[config.mk]
export PLATFORM = sky130hd
export DESIGN_NAME = fwd_scoreboard
export DESIGN_NICKNAME = d
export VERILOG_FILES = /design/src/rtl/fwd_pkg.sv /design/src/rtl/fwd_lookup.sv /design/src/rtl/fwd_scoreboard.sv
export SDC_FILE = /design/constraint.sdc
export NUM_CORES = 1
export LEC_CHECK = 0
export BUFFER_PORTS_ARGS = -buffer_cell sky130_fd_sc_hd__buf_4
export CAP_MARGIN = 20
export CORE_UTILIZATION = 51
export CTS_CLUSTER_DIAMETER = 80
export DETAILED_ROUTE_END_ITERATION = 10
export MAX_ROUTING_LAYER = met4
export PLACE_DENSITY = 0.82
export SYNTH_ARGS = -nofsm -noshare
export SYNTH_HDL_FRONTEND = slang
export SYNTH_HIERARCHICAL = 1
export SYNTH_SLANG_ARGS = --single-unit
[constraint.sdc]
create_clock -name clk -period 3.9 [get_ports clk]
set_clock_uncertainty 0.1 [all_clocks]
set_input_delay 0 -clock clk [delete_from_list [all_inputs] [get_ports clk]]
set_output_delay 0 -clock clk [all_outputs]
set_load 0.01 [all_outputs]
[src/rtl/fwd_pkg.sv]
// Shared types and constants for the forwarding scoreboard.
// TNEW_W lives here because the in-flight record type is sized by it.
package fwd_pkg;

  localparam int TNEW_W = 2;
  localparam logic [4:0] REG_ZERO = 5'd0;

  localparam int STG_E = 0;
  localparam int STG_M = 1;
  localparam int STG_W = 2;

  // Control part of an in-flight write; the captured result is kept alongside.
  typedef struct packed {
    logic              vld;
    logic [4:0]        dst;
    logic [TNEW_W-1:0] tnew;
    logic              rdy;
  } fwd_rec_t;

endpackage

[src/rtl/fwd_lookup.sv]
// One D-stage read port: youngest-match forwarding select and load-use hazard compare.
module fwd_lookup
  import fwd_pkg::*;
#(
  parameter int DATA_W = 32,
  parameter int NSTG   = 3
) (
  input  logic [NSTG-1:0]        chn_vld,
  input  logic [NSTG-1:0]        chn_rdy,
  input  logic [NSTG*5-1:0]      chn_dst,
  input  logic [NSTG*TNEW_W-1:0] chn_tnew,
  input  logic [NSTG*DATA_W-1:0] chn_data,
  input  logic [NSTG-1:0]        res_vld,
  input  logic [NSTG*DATA_W-1:0] res_data,
  input  logic [4:0]             rd_addr,
  input  logic [TNEW_W-1:0]      rd_tuse,
  input  logic [DATA_W-1:0]      rf_rdata,
  output logic [DATA_W-1:0]      fwd_data,
  output logic                   hazard
);

  logic              hit;
  logic              src;
  logic [DATA_W-1:0] sel_data;
  logic [TNEW_W-1:0] win_tnew;

  // Walk oldest to youngest so the youngest matching stage overrides older ones.
  always_comb begin
    hit      = 1'b0;
    src      = 1'b0;
    sel_data = '0;
    win_tnew = '0;
    for (int s = NSTG - 1; s >= 0; s--) begin
      if (chn_vld[s] && (chn_dst[s*5 +: 5] == rd_addr)) begin
        hit      = 1'b1;
        win_tnew = chn_tnew[s*TNEW_W +: TNEW_W];
        if (chn_rdy[s]) begin
          src      = 1'b1;
          sel_data = chn_data[s*DATA_W +: DATA_W];
        end else if (res_vld[s]) begin
          src      = 1'b1;
          sel_data = res_data[s*DATA_W +: DATA_W];
        end else begin
          src      = 1'b0;
          sel_data = '0;
        end
      end
    end
  end

  always_comb begin
    fwd_data = rf_rdata;
    hazard   = 1'b0;
    if (rd_addr == REG_ZERO) begin
      fwd_data = '0;
    end else if (hit) begin
      fwd_data = src ? sel_data : rf_rdata;
      hazard   = !src && (win_tnew > rd_tuse);
    end
  end

endmodule

[src/rtl/fwd_scoreboard.sv]
// Forwarding/hazard scoreboard: shift chain of in-flight GPR writes from E to W.
// Optional FWD_STALL_CNT_EN adds a free-running count of stall cycles on stall_cnt.
module fwd_scoreboard
  import fwd_pkg::*;
#(
  parameter int DATA_W = 32,
  parameter int NSTG   = 3,
  parameter int NRD    = 2
) (
  input  logic                   clk,
  input  logic                   reset,
  input  logic                   iss_vld,
  input  logic [4:0]             iss_dst,
  input  logic [TNEW_W-1:0]      iss_tnew,
  input  logic [NSTG-1:0]        res_vld,
  input  logic [NSTG*DATA_W-1:0] res_data,
  input  logic [NRD*5-1:0]       rd_addr,
  input  logic [NRD*TNEW_W-1:0]  rd_tuse,
  input  logic [NRD*DATA_W-1:0]  rf_rdata,
  output logic [NRD*DATA_W-1:0]  fwd_data,
`ifdef FWD_STALL_CNT_EN
  output logic [31:0]            stall_cnt,
`endif
  output logic                   stall
);

  function automatic logic [TNEW_W-1:0] tnew_dec(input logic [TNEW_W-1:0] t);
    return (t == '0) ? '0 : t - 1'b1;
  endfunction

  fwd_rec_t          rec_q  [NSTG];
  fwd_rec_t          rec_d  [NSTG];
  logic [DATA_W-1:0] data_q [NSTG];
  logic [DATA_W-1:0] data_d [NSTG];

  logic [NSTG-1:0]        chn_vld;
  logic [NSTG-1:0]        chn_rdy;
  logic [NSTG*5-1:0]      chn_dst;
  logic [NSTG*TNEW_W-1:0] chn_tnew;
  logic [NSTG*DATA_W-1:0] chn_data;
  logic [NRD-1:0]         hazard;

  // Stage 0 takes the issuing instruction (or a bubble while stalled); later
  // stages shift regardless of stall, so any stall drains within NSTG cycles.
  always_comb begin
    rec_d[0]  = '0;
    data_d[0] = '0;
    if (!stall && iss_vld && (iss_dst != REG_ZERO)) begin
      rec_d[0] = '{vld: 1'b1, dst: iss_dst, tnew: iss_tnew, rdy: 1'b0};
    end
    for (int s = 1; s < NSTG; s++) begin
      rec_d[s]      = rec_q[s-1];
      rec_d[s].tnew = tnew_dec(rec_q[s-1].tnew);
      data_d[s]     = data_q[s-1];
      if (res_vld[s-1] && rec_q[s-1].vld) begin
        rec_d[s].rdy = 1'b1;
        data_d[s]    = res_data[(s-1)*DATA_W +: DATA_W];
      end
    end
  end

  always_ff @(posedge clk) begin
    if (reset) begin
      for (int s = 0; s < NSTG; s++) begin
        rec_q[s]  <= '0;
        data_q[s] <= '0;
      end
    end else begin
      for (int s = 0; s < NSTG; s++) begin
        rec_q[s]  <= rec_d[s];
        data_q[s] <= data_d[s];
      end
    end
  end

  always_comb begin
    chn_vld  = '0;
    chn_rdy  = '0;
    chn_dst  = '0;
    chn_tnew = '0;
    chn_data = '0;
    for (int s = 0; s < NSTG; s++) begin
      chn_vld[s]                    = rec_q[s].vld;
      chn_rdy[s]                    = rec_q[s].rdy;
      chn_dst[s*5 +: 5]             = rec_q[s].dst;
      chn_tnew[s*TNEW_W +: TNEW_W]  = rec_q[s].tnew;
      chn_data[s*DATA_W +: DATA_W]  = data_q[s];
    end
  end

  for (genvar p = 0; p < NRD; p++) begin : g_rd
    fwd_lookup #(
      .DATA_W (DATA_W),
      .NSTG   (NSTG)
    ) u_lookup (
      .chn_vld  (chn_vld),
      .chn_rdy  (chn_rdy),
      .chn_dst  (chn_dst),
      .chn_tnew (chn_tnew),
      .chn_data (chn_data),
      .res_vld  (res_vld),
      .res_data (res_data),
      .rd_addr  (rd_addr[p*5 +: 5]),
      .rd_tuse  (rd_tuse[p*TNEW_W +: TNEW_W]),
      .rf_rdata (rf_rdata[p*DATA_W +: DATA_W]),
      .fwd_data (fwd_data[p*DATA_W +: DATA_W]),
      .hazard   (hazard[p])
    );
  end

  assign stall = |hazard;

`ifdef FWD_STALL_CNT_EN
  logic [31:0] stall_cnt_q;
  logic [31:0] stall_cnt_d;

  always_comb begin
    stall_cnt_d = stall_cnt_q;
    if (stall) stall_cnt_d = stall_cnt_q + 32'd1;
  end

  always_ff @(posedge clk) begin
    if (reset) stall_cnt_q <= '0;
    else       stall_cnt_q <= stall_cnt_d;
  end

  assign stall_cnt = stall_cnt_q;
`endif

endmodule

==> impl_metrics.py <==
metrics = {
    "hold_path": {
        "hold_path.class": "primary input to flip-flop",
    },
    "pwr": {
        "p_leak_nw": 4.203,
        "ir_drop_mv": 0.2394,
        "powerDensity_nw_per_um2": 265.8,
        "finalPower_mw": 2.727,
    },
    "routing": {
        "avgRoutedWirePerCell_um": 23.66,
        "drtIter0Drc": 1248,
        "detail-route-antenna-nets": 0,
        "drt_pass1_iterations": 7,
        "viasPerCell": 6.892,
        "vias": 9029,
        "routed_wl_um": 31000,
        "post-route-drc-count": 0,
    },
    "grt": {
        "track_usage_pct": 42.66,
        "antenna_found_initial": 0,
        "overflow": 0,
        "grt_pass1_vias": 8639,
        "grt_max_degree": 68,
        "grt_pass1_wl_um": 46260,
    },
    "worst_setup_path": {
        "crit_arrival_ns": 3.99,
        "cp_max_fo": 12,
        "setup.worst_path.start_class": "flip-flop",
        "path_class": "flip-flop to flip-flop",
        "required_ns": 4.09,
        "endpoint_kind": "flip-flop",
    },
    "floorplanning": {
        "rows": 42,
        "initial_utilization_pct": 52.61,
        "die_y_um": 119.1,
        "io_pins": 252,
        "die_x_um": 119.1,
        "die_area_sq_um": 14190,
        "coreArea_sq_um": 13300,
    },
    "timing": {
        "slew_violations": 0,
        "fin_hold_ws_ns": 0.009226,
        "worst_pin_slew_ns": 1.077,
        "hold_viol_final": 0,
        "fin_crit_sh_pct": 97.30,
        "fin_crit_ns": 3.795,
        "relSlewSlack_pct": 28.06,
        "fmax_ghz": 0.2635,
        "setup_violations": 0,
    },
    "synth": {
        "synth_edf_count": 0,
        "synthArstFlopShare_pct": 0,
        "postSynthCellCount": 818,
        "synth_cell_types": 43,
        "avgSynthCellArea_sq_um": 8.550,
        "yosys_warnings": 6,
        "ys_ff_latch": 90,
        "post-synth-top-area-cell": "dfxtp_1",
        "synthFlopType": "dfxtp_1",
        "synth_area_sq_um": 6994,
        "synthTopCellsByArea": "dfxtp_1 26%, a22oi_1 14%, a221o_1 5.7%",
        "synth.top_cell.area_share_pct": 25.76,
        "yosysSeqAreaShare_pct": 25.76,
    },
    "final_layout": {
        "fillers": 949,
        "fin_nets": 1322,
        "drive_gt1_share_pct": 30.34,
        "fin_util_pct": 77.17,
        "n_antenna_cell": 0,
        "syn2layout_area_growth_pct": 46.69,
        "stdcell_area_sq_um": 10260,
    },
    "place": {
        "placedInstanceArea_sq_um": 9067,
        "place_hpwl_um": 17880,
        "gp_congestion": 0.8822,
        "io_buffers": 251,
    },
    "cts": {
        "cts_root_buf": "clkbuf_16",
        "clk_latency_ns": 0.35,
        "cts_made_buffers": 9,
        "clkSinkCount": 90,
        "cts_tree": "done",
        "ctsLongestPathBuffers": 2,
        "path_clk_slew_ns": 0.07,
        "cts-htree-levels": 3,
    },
    "run_status": {
        "status": "finished, final reports clean",
    },
    "job": {
        "maxCapViolCount": 0,
    },
}
-- what timing repair did --
action,4_1_cts,5_1_grt
hold endpoints to repair,72,0
setup buffers,0,3
setup endpoints to repair,0,4
gates resized for setup,0,4
hold buffers,76,0
-- power by group --
part	switching [mW]	internal [mW]	total (mW)
clock network	0.398	0.692	1.09
registers	0.0196	0.940	0.960
logic	0.341	0.337	0.678
-- cells in the mapped netlist (10+ instances only) --
master and count:
a221oi_1 24, xor2_1 16, nor2b_1 20, a21bo_2 32, nand3_1 32, nor2_1 13, a22oi_1 128, a32o_1 40
a22o_1 24, a21oi_1 61, xnor2_1 14, dfxtp_1 90, o221ai_1 42, buf_2 21, o22a_1 24, a221o_1 40
and2_1 39, inv_1 10, clkbuf_1 82
-- path summary, 6_finish.rpt --
kind              slack (ns)         start  depth (start not counted)       endpoint
hold reg to reg         0.38  rec_q[0][10]                          1   rec_q[0][19]
hold / removal         0.009    res_vld[1]                          3  data_q[0][93]
setup / recovery        0.11   rec_q[0][7]                         12    rec_q[0][6]
setup reg to reg        0.11   rec_q[0][7]                         12    rec_q[0][6]
-- cell type report --
cell class / instances / area (sq um) / area share [%]
Multi-Input combinational cell: 671 / 5035 / 49.07
Timing Repair Buffer: 347 / 2795 / 27.24
Sequential cell: 90 / 1805 / 17.60
Clock inverter: 7 / 141.4 / 1.378
Inverter: 10 / 37.54 / 0.3659
Tap cell: 176 / 220.2 / 2.146
Clock buffer: 9 / 225.2 / 2.195
-- state kept, by name, summed over array words and instances, names as in the netlist --
signal  cells
data_q     64
rec_q      26
-- metal layers --
layer / routed length (um) / share of wire (%) / track usage [%]
met2: 14310 / 46 / 67.01
met4: 1746 / 5.6 / 24.60
met3: 3861 / 12 / 8.238
met5: 0 / 0 / -
met1: 11090 / 36 / 50.87
-- worst max-delay path, cell delays in order (launching register included) --
cell and delay [ns]:
dfxtp_1 0.35, xnor2_1 0.57, nand3_4 0.32, nor2_1 0.17, a21oi_1 0.06, ha_1 0.29
nor2b_1 0.14, o21ai_0 0.27, a31oi_1 0.11, and2_1 0.24, nor4b_4 0.37, and2_1 0.20
dlygate4sd3_1 0.56
-- cells in the final DEF (no fill, tap or decap), types with 3 or more instances in the layout --
master / count
buf_4: 271
a22oi_1: 128
dfxtp_1: 87
dlygate4sd3_1: 76
conb_1: 66
a21oi_1: 61
o221ai_1: 42
a221o_1: 40
a32o_1: 40
and2_1: 39
nand3_1: 32
a21bo_2: 32
o22a_1: 24
a221oi_1: 24
a22o_1: 24
xor2_1: 16
nor2b_1: 14
xnor2_1: 14
nor2_1: 13
inv_1: 10
clkbuf_16: 9
nand2_1: 8
ha_1: 6
nor2b_4: 6
nor3_1: 4
bufinv_16: 4
o21ai_0: 4
or2_2: 3
or3_1: 3
dfxtp_2: 3
-- stage by stage --
| step | cells | setup TNS (ns) | worst slack (ns) |
|---|---|---|---|
| detailed placement | 1214 | 0 | 0.7458 |
| global placement | 1214 | 0 | 0.7591 |
| floorplan | 883 | 0 | 0.9325 |
| global route | 1310 | -0.04534 | -0.02690 |
| CTS | 1306 | 0 | 0.01875 |
| finish | 1310 | 0 | 0.1052 |
-- logic make-up (layout without fill, tap and decap cells) --
logic type / after synthesis / after routing / synth area share, %
buf+inv: 123 / 373 / 7.460
simple gates: 136 / 137 / 11.57
other cells: 1 / 66 / 0.05362
fa+ha+maj: 6 / 6 / 1.073
compound gates: 432 / 432 / 50.32
xor+xnor: 30 / 30 / 3.757
flops: 90 / 90 / 25.76
No activity file was read; power rests on OpenSTA's default activity.
